**config.mk**
```make
export PLATFORM = sky130hd
export DESIGN_NAME = fwd_scoreboard
export DESIGN_NICKNAME = d
export VERILOG_FILES = /design/src/rtl/fwd_scoreboard.sv
export SDC_FILE = /design/constraint.sdc
export NUM_CORES = 1
export LEC_CHECK = 0
export ABC_CLOCK_PERIOD_IN_PS = 2400
export CAP_MARGIN = 40
export CORE_MARGIN = 2
export CORE_UTILIZATION = 33
export DETAILED_ROUTE_END_ITERATION = 12
export SLEW_MARGIN = 15
export SYNTH_ARGS = -nofsm -noshare
export SYNTH_HDL_FRONTEND = slang
export SYNTH_SLANG_ARGS = --single-unit
```
**constraint.sdc**
```tcl
create_clock -name i_clk -period 2.4 [get_ports i_clk]
set_input_delay 0.36 -clock i_clk [delete_from_list [all_inputs] [get_ports i_clk]]
set_output_delay 0.36 -clock i_clk [all_outputs]
set_load 0.03 [all_outputs]
```
**src/rtl/fwd_scoreboard.sv**
```systemverilog
// fwd_scoreboard: shadow pipeline of in-flight destination tags that drives the EX forwarding
// selects, the load-use stall and a saturating stall counter
module fwd_scoreboard #(
    parameter int NUM_SRC    = 2,
    parameter int DEPTH      = 3,
    parameter int LOAD_READY = 2,
    parameter int SEL_W      = $clog2(DEPTH + 1),
    parameter int CNT_W      = 16
) (
    input  logic                     i_clk,
    input  logic                     i_rst,
    input  logic                     i_id_valid,
    input  logic [NUM_SRC*5-1:0]     i_id_src,
    input  logic [NUM_SRC-1:0]       i_id_src_used,
    input  logic [4:0]               i_id_dst,
    input  logic                     i_id_wen,
    input  logic                     i_id_is_load,
    input  logic                     i_freeze,
    input  logic                     i_flush,
    output logic                     o_stall,
    output logic [NUM_SRC*SEL_W-1:0] o_fwd_sel,
    output logic [CNT_W-1:0]         o_stall_cnt
);

    logic [DEPTH-1:0]         r_v;
    logic [DEPTH-1:0]         r_wen;
    logic [DEPTH-1:0]         r_ld;
    logic [4:0]               r_dst [DEPTH];
    logic [NUM_SRC*SEL_W-1:0] r_sel;
    logic [CNT_W-1:0]         r_cnt;
    logic [NUM_SRC*SEL_W-1:0] w_sel;
    logic [NUM_SRC-1:0]       w_hzd;
    logic                     w_enter;

    // Per source, scan oldest to youngest so the youngest matching slot overwrites the result
    always_comb begin
        w_sel = '0;
        w_hzd = '0;
        for (int s = 0; s < NUM_SRC; s++) begin
            for (int k = DEPTH - 1; k >= 0; k--) begin
                if (r_v[k] && r_wen[k] && r_dst[k] != 5'd0 &&
                    r_dst[k] == i_id_src[5*s +: 5] && i_id_src_used[s]) begin
                    w_sel[s*SEL_W +: SEL_W] = (k + 1 >= DEPTH) ? '0 : SEL_W'(k + 1);
                    w_hzd[s] = r_ld[k] && (k + 1 < DEPTH) && (k + 1 < LOAD_READY);
                end
            end
        end
    end

    assign o_stall     = i_id_valid & ~i_flush & (|w_hzd);
    assign w_enter     = i_id_valid & ~o_stall & ~i_flush;
    assign o_fwd_sel   = r_sel;
    assign o_stall_cnt = r_cnt;

    // Advance the tag pipeline one stage per unfrozen cycle; a stalled or flushed ID enters as a bubble
    always_ff @(posedge i_clk or posedge i_rst) begin
        if (i_rst) begin
            r_v   <= '0;
            r_wen <= '0;
            r_ld  <= '0;
            for (int k = 0; k < DEPTH; k++) r_dst[k] <= '0;
        end else if (!i_freeze) begin
            for (int k = DEPTH - 1; k > 0; k--) begin
                r_v[k]   <= r_v[k-1];
                r_wen[k] <= r_wen[k-1];
                r_ld[k]  <= r_ld[k-1];
                r_dst[k] <= r_dst[k-1];
            end
            r_v[0]   <= w_enter;
            r_wen[0] <= i_id_wen;
            r_ld[0]  <= i_id_is_load;
            r_dst[0] <= i_id_dst;
        end
    end

    // Register the selects into EX alongside the instruction; bubbles read the regfile
    always_ff @(posedge i_clk or posedge i_rst) begin
        if (i_rst) r_sel <= '0;
        else if (!i_freeze) r_sel <= w_enter ? w_sel : '0;
    end

    // Count real stall cycles, sticking at all-ones instead of wrapping
    always_ff @(posedge i_clk or posedge i_rst) begin
        if (i_rst) r_cnt <= '0;
        else if (!i_freeze && o_stall && r_cnt != '1) r_cnt <= r_cnt + CNT_W'(1);
    end

endmodule
```
==> results of run 1 <==
synthesized netlist by cell type (all sizes together), types with 2 or more instances:
cell,count
nand2,12
nand3,5
nand4,3
nor3,7
inv,3
or4,2
and3,5
xnor2,6
nor3b,2
nor4,6
nor2,9
dfrtp,35
o211ai,4
a22o,3
clkbuf,2
mux2,15
xor2,29
o21ai,2
power groups by stage:
stage / Sequential [mW] / Clock [mW] / Combinational [mW]
CTS: 0.664 / 0.429 / 0.169
global route: 0.666 / 0.459 / 0.212
detailed placement: 0.674 / 0 / 0.169
floorplan: 0.661 / 0 / 0.0941
global placement: 0.674 / 0 / 0.165
finish: 0.661 / 0.409 / 0.190
cell usage in the layout (no fill, tap or decap), types with 4 or more instances in the layout:
master and count:
buf_4 24, xor2_1 28, nand2_1 12, clkdlybuf4s50_1 37
nor3_1 4, dfrtp_1 31, mux2_2 14, and3_1 4
nor2_1 9, xnor2_1 6, dfrtp_2 4, clkbuf_8 5
nand3_1 5
layer usage:
metal / global-route usage (%) / vias to the layer above
li1: - / 680
met1: 18.2 / 655
met2: 22.7 / 40
met3: 3.14 / 6
met4: 3.75 / 0
met5: 0 / -
worst reg2reg max path: cells and delay by family (launching register included):
| family | cells | cell delay, ns |
|---|---|---|
| buffers and inverters | 4 | 0.60 |
| AND/OR/NAND/NOR | 3 | 0.29 |
| XOR/XNOR | 2 | 0.36 |
| flip-flops | 1 | 0.46 |
| AO/OA/AOI/OAI | 1 | 0.40 |
path summary, 6_finish.rpt:
kind | end | slack (ns) | cells after the start
max in group asynchronous | r_dst[10]$_DFFE_PP0N_ | 1.59 | 3
min reg2reg | o_stall_cnt[11]$_DFFE_PP0P_ | 0.50 | 1
min in group i_clk | o_stall_cnt[11]$_DFFE_PP0P_ | 0.50 | 1
min | r_dst[11]$_DFFE_PP0N_ | 0.47 | 3
max | o_stall_cnt[8]$_DFFE_PP0P_ | 0.09 | 11
max reg2reg | o_stall_cnt[8]$_DFFE_PP0P_ | 0.17 | 10
registers in the layout, indices dropped and copies added (netlist names):
register	flops
o_stall_cnt	16
r_v	2
r_ld	1
o_fwd_sel	4
r_wen	2
r_dst	10
logic make-up (layout without fill, tap and decap cells):
kind of cell	Yosys count	after routing	synth area share (%)
mux	15	15	9.43
xor+xnor	35	35	17.1
simple gates	52	52	16.1
buf+inv	6	78	1.68
fa+ha+maj	1	1	0.699
compound gates	11	11	6.08
flops	35	35	48.9
cell type report:
cell class                      count  area [sq um]  area share [%]
Clock buffer                        5          68.8            2.66
Clock inverter                      3          15.0           0.580
Inverter                            3          11.3           0.435
Multi-Input combinational cell    114           910            35.2
Sequential cell                    35           881            34.0
Tap cell                           70          87.6            3.38
Timing Repair Buffer               67           614            23.7
what timing repair did:
item | in CTS | in global routing
resized for setup | 6 | 9
setup buffers | 3 | 6
endpoints found under the setup margin | 1 | 1
pin swaps | 6 | 7
stage by stage:
stage | total power [mW] | setup WS [ns]
2_1_floorplan | 0.755 | 0.0579
3_3_place_gp | 0.839 | -0.0380
3_5_place_dp | 0.843 | -0.109
4_1_cts | 1.26 | 0.00146
5_1_grt | 1.34 | -0.0415
6_report | 1.26 | 0.0859
==> impl_metrics.yaml, run 1 <==
outcome:
  status: "complete, no violations"
critical_path:
  cp_data_required_time_ns: 2.57
  cp-startpoint: "i_id_src[8]"
  critPathSlowestCell: "clkdlybuf4s50_1"
  cp_cell_sequence: "clkdlybuf4s50_1 -> xor2_1 -> nor4_2 -> and3_1 -> buf_4 -> buf_4 -> buf_4 -> o211ai_4 -> buf_4 -> nor3_2 -> xor2_1"
  critPathKind: "in -> reg"
  path_delay_family: "buffers and inverters"
  endpoint_kind: "register"
  worst_ep_arrival_time_ns: 2.48
  cp_max_fo: 15
  r2r-start: "r_dst[12]$_DFFE_PP0N_"
  timing.critical_path.mode_cell: "buf_4"
  crit_buf_inv: 5
  max_stage_delay_ns: 0.50
  start_kind: "primary input"
synth:
  synth_top_area_share_pct: 48.9
  synth_area_leaders: "dfrtp_1, xor2_1, mux2_2"
  ys_seq_area_share_pct: 48.9
  ys_types: 29
  yosys_warnings: 0
  synth_edf_count: 0
  synth_top_area_cell: "dfrtp_1"
  ys.flop_type: "dfrtp_1"
  syn_inst: 155
  async_flop_share_pct: 100
  netlist_area_sq_mm: 0.00179
  syn_nets: 180
  ys_ff_latch: 35
  syn_area_per_cell_sq_um: 11.6
cts:
  cts.clk_slew.worst_paths_ns: 0.07
  cts_buffers: 5
  cts_buffer_depth: 2
  ctsHoldBuffers: 0
  clock-root-buffer: "clkbuf_8"
  htree_levels: 2
  clk_latency_ns: 0.28
  cts_tree: "built"
  cts.sinks: 35
place:
  portBuffers: 44
  dp_cells: 280
  gp_congestion: 0.782
  placed_cell_area_sq_mm: 0.00240
  dp_hpwl_um: 2850
power_and_ir_drop:
  ir_drop_v: 0.000285
  swShare_pct: 25.7
  share_comb_of_total_power_pct: 15.1
  power_density_mw_per_mm2: 487
  switchingPower_mw: 0.324
  pwr-share-seq_pct: 52.5
  p_int_mw: 0.937
  pwr-share-clk_pct: 32.4
  power_leakage_nw: 1.17
global_routing:
  grt_max_degree: 36
  antenna_found_initial: 0
  grt_pass1_vias: 1418
  grt_pass1_wl_um: 6640
  overflow: 0
  track_usage_pct: 13.8
sta:
  min_period_ns: 2.31
  grt_setup_unrepaired: "true"
  fin_crit_sh_pct: 96.4
  worst_pin_slew_ns: 0.478
  fmax_mhz: 432
  hold_violations: 0
  drv_slew: 0
  setup_tns_ns: 0
  finalSetupViolCount: 0
  clock_skew_ns: 0.00668
  whs_ns: 0.475
  slew_headroom_pct: 68.0
cells_and_area:
  fin_nets: 251
  final_core_util_pct: 50.0
  instances_no_fill: 297
  area_growth_pct: 44.5
  fillers: 485
  n_antenna_cell: 0
  drive_above_1_share_pct: 27.3
  stdcell_area_sq_mm: 0.00259
floorplanning:
  core_area_sq_mm: 0.00517
  start_util_pct: 34.6
  num_io_pins: 45
  num_rows: 26
  die_y_um: 77.7
  die_area_sq_mm: 0.00603
  fp.dieW_um: 77.7
drt:
  top_layer: "met4"
  routed_wl_um: 3910
  wl_met3_um: 182
  dr.pass1.iters: 4
  wire_per_inst_um: 13.2
  drt_iter0_markers: 61
  wl_met2_um: 1850
  viasPerCell: 4.65
  wl_met1_um: 1830
  dr_total_vias: 1381
  ant_nets: 0
  drc_errors: 0
flow_run:
  cap_viol_max_count: 0
hold_path:
  hold_path_class: "in -> async"
(Power assumes the default switching activity.)
==> run 2: changes to the inputs <==
--- a/config.mk
+++ b/config.mk
@@ -7,9 +7,12 @@
 export LEC_CHECK = 0
 export ABC_CLOCK_PERIOD_IN_PS = 2400
 export CAP_MARGIN = 40
+export CELL_PAD_IN_SITES_DETAIL_PLACEMENT = 0
+export CELL_PAD_IN_SITES_GLOBAL_PLACEMENT = 1
 export CORE_MARGIN = 2
 export CORE_UTILIZATION = 33
 export DETAILED_ROUTE_END_ITERATION = 12
+export PLACE_DENSITY_LB_ADDON = 0.1
 export SLEW_MARGIN = 15
 export SYNTH_ARGS = -nofsm -noshare
 export SYNTH_HDL_FRONTEND = slang
==> run 2 against run 1 <==
Maximum frequency is 0.15% higher. Count of clock-buffer cells in the layout rose by 1. Flip-flop and latch count is the same. Total power is 8.3% higher. Via count fell by 2.1%. Routed wire length is 1.8% lower. Largest cell class unchanged. Critical path depth decreased by 5. Non-clock buffer count is 15 lower. Clock skew increased by 0.0022 ns.
==> impl_metrics.yaml, run 2 (synthesis gave the netlist of run 1 again) <==
cells_and_area:
  drive_above_1_share_pct: 21.2
  fin_nets: 236
  n_antenna_cell: 0
  final_cell_mix: "clkdlybuf4s50_1, dfrtp_1, xor2_1"
  layout_commonest_cell: "clkdlybuf4s50_1"
  largest_register_ffs: 16
  area_growth_pct: 39.3
critical_path:
  crit_buf_inv: 1
  start_kind: "register"
  cp_data_required_time_ns: 2.04
  r2r_setup_slack_ns: 0.24
  cp_cell_sequence: "xor2_1 -> nor4_2 -> and3_1 -> o211ai_1 -> nor3b_1 -> buf_4"
  critPathSlowestCell: "dfrtp_2"
  endpoint_kind: "output port"
  worst_ep_arrival_time_ns: 1.95
  max_stage_delay_ns: 0.45
  cp_max_fo: 5
  critPathKind: "reg -> out"
  path_delay_family: "simple AND/OR/NAND/NOR gates"
cts:
  cts_buffer_depth: 2
  cts.sinks: 35
  cts_tree: "built"
  clk_latency_ns: 0.28
  cts_buffers: 5
  cts.clk_slew.worst_paths_ns: 0.07
  clock-root-buffer: "clkbuf_8"
  ctsHoldBuffers: 0
  htree_levels: 2
outcome:
  status: "complete, no violations"
floorplanning:
  num_io_pins: 45
  start_util_pct: 34.6
  num_rows: 26
  fp.dieW_um: 77.7
  die_y_um: 77.7
  die_area_sq_mm: 0.00603
  core_area_sq_mm: 0.00517
flow_run:
  cap_viol_max_count: 0
sta:
  fmax_mhz: 433
  setup_tns_ns: 0
  grt_setup_unrepaired: "true"
  fin_crit_sh_pct: 96.3
  hold_violations: 0
  slew_headroom_pct: 65.0
  min_period_ns: 2.31
  clock_skew_ns: 0.00892
  worst_pin_slew_ns: 0.522
  finalSetupViolCount: 0
  drv_slew: 0
  whs_ns: 0.474
drt:
  routed_wl_um: 3840
  viasPerCell: 4.79
  ant_nets: 0
  wire_per_inst_um: 13.6
  dr_total_vias: 1352
  drt_iter0_markers: 39
  dr.pass1.iters: 4
  drc_errors: 0
global_routing:
  overflow: 0
  grt_max_degree: 36
  track_usage_pct: 13.5
  antenna_found_initial: 0
  grt_pass1_wl_um: 6400
  grt_pass1_vias: 1352
place:
  gp_congestion: 0.833
  dp_hpwl_um: 2920
  portBuffers: 44
power_and_ir_drop:
  ir_drop_v: 0.000345
  power_mw: 1.37
  power_density_mw_per_mm2: 548
  power_leakage_nw: 1.10
hold_path:
  hold_path_class: "in -> async"
==> run 2: cell types whose count changed in the layout (fill, tap and decap cells not counted), sizes merged <==
| cell | change |
|---|---|
| bufinv | +1 |
| dlygate4sd2 | +1 |
| clkbuf | +1 |
| clkinv | -2 |
| dlymetal6s2s | -1 |
| buf | -15 |
==> run 2: final timing paths <==
path | start | to | depth (start not counted)
min | i_rst | o_stall_cnt[2]$_DFFE_PP0P_ | 3
max reg2reg | o_stall_cnt[0]$_DFFE_PP0P_ | o_stall_cnt[12]$_DFFE_PP0P_ | 7
min in group i_clk | o_fwd_sel[3]$_DFFE_PP0N_ | o_fwd_sel[3]$_DFFE_PP0N_ | 2
max | r_dst[13]$_DFFE_PP0N_ | o_stall | 6
max in group asynchronous | i_rst | r_dst[10]$_DFFE_PP0N_ | 3
min reg2reg | o_fwd_sel[3]$_DFFE_PP0N_ | o_fwd_sel[3]$_DFFE_PP0N_ | 2
==> run 2: cell type report <==
type                    count  area, sq um
clock buffers               6         82.6
clock inverters             2         35.0
fillers                   475         2680
inverters                   3         11.3
multi-input cells         114          898
flip-flops and latches     35          881
well taps                  70         87.6
repair buffers             52          498
==> run 2: timing repair <==
| action | in CTS | in global routing |
|---|---|---|
| setup endpoints to repair | 1 | 1 |
| pin swaps | 6 | 8 |
| buffers inserted | 1 | 1 |
| gates resized for setup | 6 | 6 |
==> run 2: per-stage QoR <==
stage	util (%)	area, sq um	std cells	setup WS [ns]
2_1_floorplan	-	1790	155	0.0579
5_1_grt	48.2	2490	282	-0.0462
6_report	48.2	2490	282	0.0893
4_1_cts	47.7	2460	281	0.00754
3_3_place_gp	45.3	2340	272	-0.0227
3_5_place_dp	45.3	2340	272	-0.0787
==> run 2: per-layer routing <==
layer / track usage, % / vias to the layer above / routed length [um]
met2: 20.6 / 29 / 1850
met4: 5.00 / 0 / 42
met5: 0 / - / 0
met3: 3.84 / 5 / 149
met1: 18.1 / 665 / 1800
li1: - / 653 / -
==> run 2: worst reg2reg max path, stage by stage, from the launching register on <==
cell,delay [ns]
dfrtp_1,0.44
ha_1,0.25
and3_1,0.20
and3_1,0.21
a41oi_2,0.26
o211ai_4,0.23
nor4_1,0.31
xor2_1,0.18
==> run 2: power breakdown <==
| group | internal, mW | leakage [nW] | switching [mW] |
|---|---|---|---|
| Clock | 0.336 | 0.0612 | 0.200 |
| Sequential | 0.622 | 0.449 | 0.0415 |
| Combinational | 0.0989 | 0.595 | 0.0672 |
| Total | 1.06 | 1.10 | 0.309 |
==> run 3: changes to the inputs <==
--- a/config.mk
+++ b/config.mk
@@ -5,6 +5,7 @@
 export SDC_FILE = /design/constraint.sdc
 export NUM_CORES = 1
 export LEC_CHECK = 0
+export ABC_AREA = 1
 export ABC_CLOCK_PERIOD_IN_PS = 2400
 export CAP_MARGIN = 40
 export CELL_PAD_IN_SITES_DETAIL_PLACEMENT = 0
@@ -13,6 +14,7 @@
 export CORE_UTILIZATION = 33
 export DETAILED_ROUTE_END_ITERATION = 12
 export PLACE_DENSITY_LB_ADDON = 0.1
+export REMOVE_ABC_BUFFERS = 1
 export SLEW_MARGIN = 15
 export SYNTH_ARGS = -nofsm -noshare
 export SYNTH_HDL_FRONTEND = slang
==> run 3 against run 2 <==
Hold slack better by 0.0046 ns. Synthesized cell count increased by 86%. Routed wire length is 36% higher. Setup slack better by 0.13 ns. Critical path depth grew 4. Synthesized area increased by 16%. Global-route usage up 2.6 points. Sequential share of layout area down 3.0 points. Critical endpoint unchanged. Largest cell class unchanged. Highest routed layer unchanged.
==> impl_metrics.yaml, run 3 <==
outcome:
  status: "complete, no violations"
floorplanning:
  die_y_um: 83.4
  start_util_pct: 34.7
  die_area_sq_mm: 0.00696
  num_rows: 28
  core_area_sq_mm: 0.00599
  num_io_pins: 45
  fp.dieW_um: 83.4
synth:
  async_flop_share_pct: 100
  ys_types: 29
  netlist_area_sq_mm: 0.00208
  ys_ff_latch: 35
  synthXorXnorAreaFrac_pct: 5.05
  synth_top_family_by_area: "simple AND/OR/NAND/NOR gates"
  syn_inst: 288
  synthMuxAreaShare_pct: 0
  synth_edf_count: 0
  ys_seq_area_share_pct: 42.1
  synth_fa_ha_area_share_pct: 0.601
  yosysMostFrequentCell: "nand2_1"
  synth_top_area_share_pct: 42.1
  yosys.area_share.simple_pct: 34.1
  yosys_warnings: 0
  synth_compound_area_share_pct: 8.78
  ys.flop_type: "dfrtp_1"
  syn_area_per_cell_sq_um: 7.22
  synth_common_cells: "nand2_1, inv_1, dfrtp_1, o21ai_0"
  synth_area_leaders: "dfrtp_1, nand2_1, inv_1"
  synth_top_area_cell: "dfrtp_1"
cts:
  clk_latency_ns: 0.28
  cts_buffer_depth: 2
  cts.clk_slew.worst_paths_ns: 0.07
  cts.sinks: 35
  cts_tree: "built"
  clock-root-buffer: "clkbuf_8"
  cts_resized: 0
  htree_levels: 2
  cts_buffers: 5
  post_cts_buffers: 0
  ctsHoldBuffers: 0
critical_path:
  timing.critical_path.mode_cell: "nand3_1"
  max_stage_delay_ns: 0.50
  endpoint_kind: "output port"
  critPathKind: "in -> out"
  worst_ep_arrival_time_ns: 1.82
  cp_cell_sequence: "clkdlybuf4s50_1 -> inv_1 -> nand2_1 -> nand3_1 -> nor2_1 -> nand3_1 -> nand2_4 -> nand3_1 -> inv_1 -> buf_4"
  start_kind: "primary input"
  cp_data_required_time_ns: 2.04
  crit_buf_inv: 4
  critPathSlowestCell: "clkdlybuf4s50_1"
  cp_max_fo: 7
  r2r_setup_slack_ns: 0.61
  path_delay_family: "buffers and inverters"
drt:
  ant_nets: 0
  drc_errors: 0
  viasPerCell: 4.67
  wire_per_inst_um: 12.7
  dr_total_vias: 1930
  dr.pass1.iters: 4
  drt_iter0_markers: 152
  routed_wl_um: 5230
cells_and_area:
  fillers: 597
  largest_register_ffs: 16
  final_cell_mix: "nand2_1, clkdlybuf4s50_1, inv_1"
  layout_commonest_cell: "nand2_1"
  area_growth_pct: 30.1
  n_antenna_cell: 0
  drive_above_1_share_pct: 7.69
  fin_nets: 362
  final_core_util_pct: 45.2
hold_path:
  hold_path_class: "in -> async"
global_routing:
  grt_max_degree: 36
  grt_pass1_vias: 1834
  track_usage_pct: 16.0
  grt_pass1_wl_um: 9020
  overflow: 0
  antenna_found_initial: 0
power_and_ir_drop:
  power_density_mw_per_mm2: 482
  power_mw: 1.30
  power_leakage_nw: 1.30
  ir_drop_v: 0.000256
sta:
  min_period_ns: 2.18
  hold_violations: 0
  finalSetupViolCount: 0
  fmax_mhz: 459
  whs_ns: 0.479
  drv_slew: 0
  setup_tns_ns: 0
  fin_crit_sh_pct: 90.7
  slew_headroom_pct: 69.2
  clock_skew_ns: 0.00315
  worst_pin_slew_ns: 0.462
  grt_setup_unrepaired: "false"
place:
  gp_congestion: 0.861
  portBuffers: 44
  dp_hpwl_um: 4040
flow_run:
  cap_viol_max_count: 0
run 3: changes by cell type after synthesis, moves of 6 or more:
cell | before | now
inv_1 | 3 | 36
o21ai_0 | 2 | 23
nand4_1 | 3 | 9
nor2_1 | 9 | 19
nand3_1 | 5 | 19
inv_2 | 0 | 7
xor2_1 | 29 | 10
mux2_2 | 14 | 0
nand2_1 | 12 | 88
run 3: path summary, 6_finish.rpt:
kind / start / to / cells past startpoint
min in group i_clk: o_fwd_sel[1]$_DFFE_PP0N_ / o_fwd_sel[1]$_DFFE_PP0N_ / 2
max in group asynchronous: i_rst / o_stall_cnt[4]$_DFFE_PP0P_ / 3
worst min register to register: o_fwd_sel[1]$_DFFE_PP0N_ / o_fwd_sel[1]$_DFFE_PP0N_ / 2
worst max register to register: o_stall_cnt[0]$_DFFE_PP0P_ / o_stall_cnt[12]$_DFFE_PP0P_ / 7
worst max-delay path: i_id_src[6] / o_stall / 10
worst min-delay path: i_rst / r_dst[14]$_DFFE_PP0N_ / 3
run 3: report_power, final:
group / internal, mW / switching, mW
Combinational: 0.0821 / 0.103
Clock: 0.262 / 0.207
Sequential: 0.616 / 0.0340
Total: 0.960 / 0.344
run 3: logic make-up (layout without fill, tap and decap cells):
family,count (synthesis),in the layout
compound gates,34,34
flops,35,35
simple gates,157,157
xor+xnor,12,12
fa+ha+maj,1,1
buf+inv,49,99
run 3: final cells by class:
cell class,count,area [sq um],area share (%)
clock buffers,8,100,3.70
well taps,75,93.8,3.47
inverters,44,168,6.19
flip-flops and latches,35,876,32.3
multi-input cells,204,1010,37.3
repair buffers,47,460,17.0
run 3: worst reg2reg max path: cells and delay by family, from the launching register on:
| kind | cells | cell delay (ns) |
|---|---|---|
| and+or+nand+nor | 4 | 0.73 |
| DFF | 1 | 0.41 |
| adders and majority gates | 1 | 0.27 |
| xor gates and xnor gates | 1 | 0.16 |
| buffers and inverters | 1 | 0.12 |
run 3: through the flow:
stage / setup slack (ns) / area (sq um) / instances
2_1_floorplan: 0.677 / 2050 / 283
3_3_place_gp: 0.232 / 2610 / 405
3_5_place_dp: 0.230 / 2610 / 405
6_report: 0.223 / 2710 / 413
5_1_grt: 0.0491 / 2710 / 413
4_1_cts: 0.223 / 2710 / 413
run 3: layer usage:
layer,global-route usage (%),wire length (um),vias up
met5,0,0,-
met4,4.47,46,0
met3,3.98,253,4
met2,22.9,2110,50
met1,23.9,2820,865
li1,-,-,1011
